File: src/rtl/pulse_cmd_pkg.sv
// Shared types and constants for the pulse_cmd_regs UART register block.
package pulse_cmd_pkg;

    typedef enum logic [1:0] {
        StRecv,
        StExec,
        StSend
    } state_e;

    // Sub-phase of SEND: wait for an idle transmitter, or skip the cycle after a start.
    typedef enum logic [0:0] {
        PhWait,
        PhHold
    } send_phase_e;

    localparam int unsigned ReadBit = 7;
    localparam logic [7:0]  ErrByte = 8'hEE;

endpackage

File: src/rtl/pulse_cmd_txq.sv
// Response byte queue: parallel load of up to DEPTH bytes, popped one byte at a time.
module pulse_cmd_txq
    import pulse_cmd_pkg::*;
#(
    parameter int unsigned DEPTH = 5,
    parameter int unsigned LEN_W = $clog2(DEPTH + 1)
) (
    input  logic               clk,
    input  logic               rst,
    input  logic               load,
    input  logic [DEPTH*8-1:0] load_data,
    input  logic [LEN_W-1:0]   load_len,
    input  logic               pop,
    output logic [7:0]         head,
    output logic               empty
);

    logic [7:0]       mem_q [DEPTH];
    logic [LEN_W-1:0] cnt_q;

    always_ff @(posedge clk) begin
        if (rst) begin
            cnt_q <= '0;
            for (int i = 0; i < DEPTH; i++) begin
                mem_q[i] <= '0;
            end
        end else if (load) begin
            cnt_q <= load_len;
            for (int i = 0; i < DEPTH; i++) begin
                mem_q[i] <= load_data[i*8 +: 8];
            end
        end else if (pop && (cnt_q != '0)) begin
            cnt_q <= cnt_q - LEN_W'(1);
            for (int i = 0; i < DEPTH - 1; i++) begin
                mem_q[i] <= mem_q[i+1];
            end
            mem_q[DEPTH-1] <= '0;
        end
    end

    assign head  = mem_q[0];
    assign empty = (cnt_q == '0);

endmodule

File: src/rtl/pulse_cmd_regs.sv
// UART-framed register file: collects payload+control frames, writes or reads a register,
// and returns a checksum / data response through a byte queue.
module pulse_cmd_regs
    import pulse_cmd_pkg::*;
#(
    parameter int unsigned                       NUM_REGS    = 8,
    parameter int unsigned                       DATA_BYTES  = 4,
    parameter int unsigned                       TIMEOUT_CYC = 1200000,
    parameter logic [NUM_REGS*DATA_BYTES*8-1:0]  RESET_VALS  = '0
) (
    input  logic                             clk,
    input  logic                             rst,
    input  logic                             rx_valid,
    input  logic [7:0]                       rx_byte,
    input  logic                             tx_busy,
    output logic                             tx_start,
    output logic [7:0]                       tx_byte,
    output logic [NUM_REGS*DATA_BYTES*8-1:0] regs_out,
    output logic                             wr_strobe,
    output logic [6:0]                       wr_index,
    output logic                             busy,
    output logic                             frame_err
);

    localparam int unsigned RegW   = DATA_BYTES * 8;
    localparam int unsigned CntW   = $clog2(DATA_BYTES + 1);
    localparam int unsigned ToW    = $clog2(TIMEOUT_CYC + 1);
    localparam int unsigned QDepth = DATA_BYTES + 1;
    localparam int unsigned QLenW  = $clog2(QDepth + 1);

    localparam logic [CntW-1:0] CtrlPos = CntW'(DATA_BYTES);
    localparam logic [ToW-1:0]  ToMax   = ToW'(TIMEOUT_CYC);

    state_e                           state_q, state_d;
    send_phase_e                      phase_q, phase_d;
    logic [CntW-1:0]                  cnt_q, cnt_d;
    logic [ToW-1:0]                   to_q, to_d;
    logic [RegW-1:0]                  pay_q;
    logic [7:0]                       ctrl_q;
    logic [NUM_REGS*DATA_BYTES*8-1:0] regs_q;
    logic [6:0]                       wr_index_q;
    logic [7:0]                       tx_byte_q;

    logic              byte_we;
    logic [CntW-1:0]   byte_pos;
    logic              timeout_fire;
    logic [6:0]        idx;
    logic              idx_ok;
    logic              is_read;
    logic [31:0]       sel;
    logic [RegW-1:0]   reg_val;
    logic [7:0]        pay_sum;
    logic [7:0]        reg_sum;
    logic              q_load;
    logic              q_pop;
    logic [QDepth*8-1:0] q_data;
    logic [QLenW-1:0]  q_len;
    logic [7:0]        q_head;
    logic              q_empty;

    assign idx     = ctrl_q[6:0];
    assign is_read = ctrl_q[ReadBit];
    assign idx_ok  = (32'(idx) < NUM_REGS);
    assign sel     = idx_ok ? 32'(idx) : 32'd0;
    assign reg_val = regs_q[sel*RegW +: RegW];

    // Modulo-256 sums; the 8-bit accumulators drop carries naturally.
    always_comb begin
        pay_sum = '0;
        reg_sum = '0;
        for (int i = 0; i < DATA_BYTES; i++) begin
            pay_sum = pay_sum + pay_q[i*8 +: 8];
            reg_sum = reg_sum + reg_val[i*8 +: 8];
        end
    end

    always_comb begin
        q_data = '0;
        q_len  = QLenW'(1);
        if (!idx_ok) begin
            q_data[7:0] = ErrByte;
        end else if (is_read) begin
            q_data[RegW-1:0]   = reg_val;
            q_data[RegW +: 8]  = reg_sum;
            q_len              = QLenW'(QDepth);
        end else begin
            q_data[7:0] = pay_sum;
        end
    end

    always_comb begin
        state_d      = state_q;
        phase_d      = phase_q;
        cnt_d        = cnt_q;
        to_d         = to_q;
        byte_we      = 1'b0;
        byte_pos     = cnt_q;
        timeout_fire = 1'b0;
        q_load       = 1'b0;
        q_pop        = 1'b0;
        tx_start     = 1'b0;
        wr_strobe    = 1'b0;
        frame_err    = 1'b0;

        unique case (state_q)
            StRecv: begin
                if (cnt_q == '0) begin
                    to_d = '0;
                end else if (to_q == ToMax) begin
                    timeout_fire = 1'b1;
                    cnt_d        = '0;
                    to_d         = '0;
                    byte_pos     = '0;
                end else begin
                    to_d = to_q + ToW'(1);
                end
                // A byte landing on the timeout cycle starts a fresh frame at position 0.
                if (rx_valid) begin
                    byte_we = 1'b1;
                    to_d    = '0;
                    if (byte_pos == CtrlPos) begin
                        cnt_d   = '0;
                        state_d = StExec;
                    end else begin
                        cnt_d = byte_pos + CntW'(1);
                    end
                end
                frame_err = timeout_fire;
            end
            StExec: begin
                q_load    = 1'b1;
                wr_strobe = idx_ok && !is_read;
                frame_err = !idx_ok;
                phase_d   = PhWait;
                state_d   = StSend;
            end
            StSend: begin
                if (phase_q == PhHold) begin
                    phase_d = PhWait;
                end else if (!tx_busy) begin
                    if (!q_empty) begin
                        tx_start = 1'b1;
                        q_pop    = 1'b1;
                        phase_d  = PhHold;
                    end else begin
                        state_d = StRecv;
                    end
                end
            end
            default: state_d = StRecv;
        endcase

        if (rst) begin
            tx_start  = 1'b0;
            wr_strobe = 1'b0;
            frame_err = 1'b0;
        end
    end

    always_ff @(posedge clk) begin
        if (rst) begin
            state_q    <= StRecv;
            phase_q    <= PhWait;
            cnt_q      <= '0;
            to_q       <= '0;
            pay_q      <= '0;
            ctrl_q     <= '0;
            regs_q     <= RESET_VALS;
            wr_index_q <= '0;
            tx_byte_q  <= '0;
        end else begin
            state_q <= state_d;
            phase_q <= phase_d;
            cnt_q   <= cnt_d;
            to_q    <= to_d;
            if (byte_we) begin
                if (byte_pos == CtrlPos) begin
                    ctrl_q <= rx_byte;
                end else begin
                    for (int i = 0; i < DATA_BYTES; i++) begin
                        if (byte_pos == CntW'(i)) begin
                            pay_q[i*8 +: 8] <= rx_byte;
                        end
                    end
                end
            end
            if (wr_strobe) begin
                regs_q[sel*RegW +: RegW] <= pay_q;
                wr_index_q               <= idx;
            end
            if (tx_start) begin
                tx_byte_q <= q_head;
            end
        end
    end

    pulse_cmd_txq #(
        .DEPTH (QDepth),
        .LEN_W (QLenW)
    ) u_txq (
        .clk       (clk),
        .rst       (rst),
        .load      (q_load),
        .load_data (q_data),
        .load_len  (q_len),
        .pop       (q_pop),
        .head      (q_head),
        .empty     (q_empty)
    );

    assign busy     = (state_q != StRecv);
    assign regs_out = regs_q;
    assign wr_index = wr_strobe ? idx : wr_index_q;
    // The byte being started is shown in its own start cycle, then held until the next start.
    assign tx_byte  = tx_start ? q_head : tx_byte_q;

endmodule

File: config.mk
export PLATFORM = sky130hd
export DESIGN_NAME = pulse_cmd_regs
export DESIGN_NICKNAME = d
export VERILOG_FILES = /design/src/rtl/pulse_cmd_pkg.sv /design/src/rtl/pulse_cmd_txq.sv /design/src/rtl/pulse_cmd_regs.sv
export SDC_FILE = /design/constraint.sdc
export NUM_CORES = 1
export LEC_CHECK = 0
export BUFFER_PORTS_ARGS = -buffer_cell sky130_fd_sc_hd__clkbuf_2
export CAP_MARGIN = 10
export CORE_MARGIN = 4
export CORE_UTILIZATION = 30
export CTS_BUF_LIST = sky130_fd_sc_hd__clkbuf_2
export DETAILED_ROUTE_END_ITERATION = 10
export REMOVE_ABC_BUFFERS = 1
export SLEW_MARGIN = 40
export SYNTH_ARGS = -nofsm -noshare
export SYNTH_HDL_FRONTEND = slang
export SYNTH_HIERARCHICAL = 1
export SYNTH_SLANG_ARGS = --single-unit
export TNS_END_PERCENT = 100
File: constraint.sdc
create_clock -name clk -period 6.9 [get_ports clk]
set_clock_uncertainty 0.05 [all_clocks]
set_input_delay 2.07 -clock clk [delete_from_list [all_inputs] [get_ports clk]]
set_output_delay 2.07 -clock clk [all_outputs]
set_load 0.005 [all_outputs]
==> results.yml, run 1 <==
floorplan:
  die_y_um: 257
  dieArea_sq_mm: 0.0659
  rows: 90
  coreArea_sq_mm: 0.0608
  die_w_um: 257
  io_pins: 287
  start_util: 0.305
worst_setup_path:
  worstPathRequired_ns: 4.78
  crit_arrival_ns: 3.84
  cp-end-kind: "output port"
  start_kind: "primary input"
  critPathKind: "in2out"
  cp_max_fo: 9
route:
  vias_per_cell: 5.25
  dr_total_vias: 17400
  avgRoutedWirePerCell_um: 21.5
  drt_iter0_drc: 1529
  drc: 0
  ant_nets: 0
  drtPass1Iterations: 5
  totalWireLength_um: 71400
grt:
  grt_max_degree: 103
  first_global_vias: 17000
  grt_pass1_wl_um: 106000
  grtUsageTotal: 0.208
  overflow: 0
  antenna_found_initial: 7
clocking:
  cts_buffers: 105
  cts_tree: "yes"
  clk_pin_slew_ns: 0.08
  postCtsSetupBuffers: 0
  clkLatencyLatePin_ns: 1.12
  root_buffer: "clkbuf_2"
  htreeDepth: 3
  cts_buffer_depth: 3
  hold_buffers: 0
  post_cts_resized: 0
  cts_sinks: 381
yosys:
  synth_edf_count: 40
  ys_seq_area_frac: 0.432
  synth_area_sq_mm: 0.0186
  synth_cells: 2220
  ys_seq_elements: 381
  ys_warn_count: 6
  async_flop_share: 0
  synth_cell_types: 67
  synth-main-ff-cell: "dfxtp_1"
  syn-mean-instance-area_sq_um: 8.36
worst_hold_path:
  hold_class: "reg2reg"
pwr:
  powerDensity_mw_per_mm2: 191
  power_mw: 4.10
  vdd_ir_drop_max_mv: 0.0846
  leakage_nw: 9.05
sta:
  whs_ns: 0.423
  clock.fmax_mhz: 168
  final.setup.worst_slack_ns: 0.944
  rsz0062_at_grt: "no"
  timing.final.crit_share: 0.863
  finalHoldViolations: 0
  setup_viol: 0
  period_minus_slack_ns: 5.96
  worstMarginPinSlew_ns: 0.829
  relSlewSlack: 0.446
  finalMaxSlewViolations: 0
place:
  routabilityCongestion: 0.862
  dp_worst_setup_slack_ns: 0.935
  portBuffers: 286
  hpwl_um: 49100
finish:
  layout.nets: 2519
  drive_gt1_frac: 0.210
  area_growth_pct: 15.5
job:
  cap_violations: 0
run_status:
  status: "finished clean"
## Yosys cell counts, types with 21 or more instances
cell type  number  area, sq um
mux2i_1       157         1570
o21ai_0        33          165
dfxtp_1       341         6830
o22ai_1        24          150
a22o_1         32          280
inv_1          34          128
buf_2          36          180
a311oi_1       21          184
nor2_1        194          728
nand2_1       473         1780
a21oi_1       246         1230
clkbuf_1      132          495
and2_1         64          400
and3_1         24          150
fa_1           28          561
nand3_1        91          455
ha_1           25          313
edfxtp_1       40         1200
nor3b_1        35          263
## final timing paths
path / endpoint / startpoint / cells past startpoint / slack [ns]
setup / recovery: tx_byte[6] / tx_busy / 6 / 0.94
setup reg to reg: u_txq/mem_q[4][7]$_SDFFCE_PP0P_ / ctrl_q[3]$_SDFFE_PP0P_ / 19 / 1.10
hold reg to reg: regs_out[90]$_SDFFE_PP0P_ / regs_out[90]$_SDFFE_PP0P_ / 2 / 0.42
hold / removal: regs_out[90]$_SDFFE_PP0P_ / regs_out[90]$_SDFFE_PP0P_ / 2 / 0.42
## state kept, by name, indices dropped and copies added (netlist names), 7 cells and up
register     count
regs_out       256
u_txq/mem_q     40
pay_q           32
to_q            21
ctrl_q           8
tx_byte_q        8
wr_index_q       7
## where the power goes
group | internal, mW | switching [mW]
Sequential | 2.25 | 0.0162
Combinational | 0.0431 | 0.100
Clock | 0.677 | 1.01
## critical path: stages
cell,delay (ns)
clkbuf_2,0.09
nor4b_1,0.64
nor2b_1,0.22
buf_4,0.27
mux2_2,0.38
clkbuf_2,0.16
## per-layer routing
metal  global-route usage  up-vias  wire length (um)  share of wire
met1                0.258     8441             29300           0.41
met2                0.337      767             33100           0.46
met5                    0        -                32        0.00045
met4               0.0876        4              2580          0.036
met3               0.0604      153              6380          0.089
li1                     -     8069                 -              -
## placed cells by master, fill, tap and decap left out, types with 4 or more instances in the layout
| master | netlist | layout |
|---|---|---|
| ha_1 | 25 | 25 |
| o22a_1 | 4 | 4 |
| nor3_1 | 11 | 11 |
| o22ai_1 | 24 | 24 |
| nor2_1 | 194 | 194 |
| mux2_2 | 11 | 11 |
| o211ai_1 | 6 | 6 |
| buf_4 | 7 | 35 |
| edfxtp_1 | 40 | 40 |
| a22o_1 | 32 | 32 |
| clkinv_1 | 2 | 20 |
| a31oi_1 | 8 | 8 |
| and3_1 | 24 | 23 |
| or3_1 | 7 | 7 |
| nor2b_1 | 19 | 18 |
| a21o_1 | 9 | 9 |
| nand3_1 | 91 | 89 |
| clkbuf_2 | 1 | 439 |
| a311oi_1 | 21 | 21 |
| and2_4 | 0 | 4 |
| nand2_1 | 473 | 469 |
| o21ai_0 | 33 | 33 |
| nor3b_1 | 35 | 35 |
| xnor2_1 | 16 | 16 |
| fa_1 | 28 | 28 |
| a211oi_1 | 9 | 9 |
| a21oi_1 | 246 | 246 |
| clkinv_2 | 0 | 11 |
| diode_2 | 0 | 5 |
| inv_1 | 34 | 34 |
| dfxtp_1 | 341 | 339 |
| and2_1 | 64 | 58 |
| mux2i_1 | 157 | 157 |
## logic make-up (layout without fill, tap and decap cells)
group,count (synthesis),after routing,share of synthesized area
xor gates and xnor gates,19,19,0.00970
DFF,381,381,0.432
buffers and inverters,235,548,0.0563
and+or+nand+nor,948,948,0.230
muxes,168,168,0.0913
other,2,8,0.000404
adders and majority gates,53,53,0.0470
AOI/OAI and AO/OA,414,414,0.132
## stage by stage
stage | util | area [sq um] | TNS (ns) | cells
final | 0.353 | 21400 | 0 | 3321
after global routing | 0.352 | 21400 | 0 | 3318
after CTS | 0.352 | 21400 | 0 | 3316
after detailed placement | 0.336 | 20400 | 0 | 3129
after global placement | 0.336 | 20400 | 0 | 3128
after floorplan | - | 17700 | -0.134 | 2023
## layout make-up
cell class	count	area [sq um]
Tap cell	782	978
Fill cell	6350	39400
Timing Repair Buffer	324	1750
Inverter	37	139
Sequential cell	381	8030
Antenna cell	5	12.5
Clock inverter	33	200
Multi-Input combinational cell	1605	9560
Clock buffer	154	771
No activity file was read; power rests on OpenSTA's default activity.
==> run 2, diff against run 1 <==
--- a/config.mk
+++ b/config.mk
@@ -11,6 +11,7 @@
 export CORE_UTILIZATION = 30
 export CTS_BUF_LIST = sky130_fd_sc_hd__clkbuf_2
 export DETAILED_ROUTE_END_ITERATION = 10
+export PLACE_DENSITY = 0.57
 export REMOVE_ABC_BUFFERS = 1
 export SLEW_MARGIN = 40
 export SYNTH_ARGS = -nofsm -noshare
==> results.yml, run 2 (synthesis results as in run 1) <==
place:
  routabilityCongestion: 0.869
  hpwl_um: 49700
  dp_worst_setup_slack_ns: 0.843
  dpl_cell_area_sq_mm: 0.0204
  portBuffers: 286
floorplan:
  rows: 90
  coreArea_sq_mm: 0.0608
  die_w_um: 257
  die_y_um: 257
  io_pins: 287
  dieArea_sq_mm: 0.0659
  start_util: 0.305
worst_hold_path:
  min_path_cells: 2
  hold_class: "reg2reg"
clocking:
  htreeDepth: 3
  clkLatencyLatePin_ns: 1.13
  cts_buffer_depth: 3
  postCtsSetupBuffers: 0
  hold_buffers: 0
  cts_sinks: 381
  clk_pin_slew_ns: 0.10
  cts_buffers: 104
  post_cts_resized: 0
  root_buffer: "clkbuf_2"
  cts_tree: "yes"
finish:
  area_growth_pct: 14.9
  largest_reg_flops: 256
  layout_commonest_cell: "nand2_1"
  layout_common_cells: "nand2_1, clkbuf_2, dfxtp_1"
  fin_util: 0.351
  layout.nets: 2515
  drive_gt1_frac: 0.207
  final_area_sq_mm: 0.0213
sta:
  rsz0062_at_grt: "no"
  setup_viol: 0
  worstMarginPinSlew_ns: 0.877
  finalHoldViolations: 0
  final.setup.worst_slack_ns: 0.852
  relSlewSlack: 0.415
  finalMaxSlewViolations: 0
  clock.fmax_mhz: 165
  period_minus_slack_ns: 6.05
  timing.final.crit_share: 0.877
  tns_ns: 0
worst_setup_path:
  rrSetupSlack_ns: 0.85
  cp_max_fo: 18
  slowest_delay_ns: 0.97
  worstPathRequired_ns: 7.74
  critPathKind: "reg2reg"
  crit_top_cell: "xnor2_1"
  crit_path_top_delay_cell: "or4_2"
  cp_cell_sequence: "or4_2, nor2_4, buf_4, buf_4, mux2i_1, o22a_1, nor2_1, a31oi_1, fa_1, inv_1, fa_1, ha_1, a21oi_1, o211ai_1, a21oi_1, xnor2_1, xnor2_1, xnor2_1, nor2_1, and2_1"
  crit_arrival_ns: 6.89
  reg2reg_depth: 20
  cp-end-kind: "flop"
  start_kind: "flop"
grt:
  use_met1: 0.272
  use_met2: 0.340
  grt_busiest_layer: "met2"
  grtUsageTotal: 0.208
  grt_use_met3: 0.0489
  overflow: 0
  antenna_found_initial: 7
  grt_max_degree: 88
  grt_pass1_wl_um: 107000
  first_global_vias: 17100
route:
  drtPass1Iterations: 6
  drt_iter0_drc: 1377
  avgRoutedWirePerCell_um: 21.6
  ant_nets: 0
  drc: 0
  totalWireLength_um: 71300
  vias_per_cell: 5.23
  dr_total_vias: 17300
pwr:
  vdd_ir_drop_max_mv: 0.0915
  leakage_nw: 8.97
  powerDensity_mw_per_mm2: 187
run_status:
  status: "finished clean"
job:
  cap_violations: 0
-- run 2: changes by cell type in the layout (fill, tap and decap cells not counted), moves of 2 or more --
cell,change
buf_4,-4
bufinv_16,-2
clkinv_1,-4
clkinv_2,-9
clkinv_4,-2
clkinvlp_4,+4
-- run 2: worst max-delay path, delay by kind of cell, from the launching register on --
family | cells | cell delay [ns]
simple gates | 5 | 1.75
fa+ha+maj | 3 | 1.21
compound gates | 5 | 1.02
buf+inv | 3 | 0.73
xor+xnor | 3 | 0.47
flops | 1 | 0.36
mux | 1 | 0.25
-- run 2: final cells by class --
class | count | area [sq um]
clock inverter | 21 | 101
sequential | 381 | 8030
clock buffer | 153 | 766
inverter | 37 | 139
timing repair buffer | 321 | 1740
antenna | 5 | 12.5
tap | 782 | 978
multi-input combinational | 1605 | 9580
fill | 6306 | 39500
-- run 2: power by group --
part           switching (mW)  internal, mW  total [mW]
clock network           0.995         0.587        1.58
registers              0.0165          2.25        2.27
logic                  0.0985        0.0431       0.142
-- run 2: path summary, 6_finish.rpt --
| check | from | end |
|---|---|---|
| max | ctrl_q[3]$_SDFFE_PP0P_ | u_txq/mem_q[4][7]$_SDFFCE_PP0P_ |
| min | regs_out[107]$_SDFFE_PP0P_ | regs_out[107]$_SDFFE_PP0P_ |
| max reg2reg | ctrl_q[3]$_SDFFE_PP0P_ | u_txq/mem_q[4][7]$_SDFFCE_PP0P_ |
| min reg2reg | regs_out[107]$_SDFFE_PP0P_ | regs_out[107]$_SDFFE_PP0P_ |
-- run 2: per-stage QoR --
step / instances / total power [mW] / hold slack [ns]
finish: 3305 / 3.99 / 0.423
global route: 3303 / 4.16 / 0.434
CTS: 3300 / 4.05 / 0.424
detailed placement: 3126 / 2.46 / 0.413
global placement: 3124 / 2.45 / 0.402
floorplan: 2023 / 2.38 / 0.390
-- run 2: metal layers --
metal  vias to the layer above  wire length (um)
li1                       8048                 -
met1                      8371             30100
met2                       725             33800
met3                       129              5620
met4                         4              1790
met5                         -                27
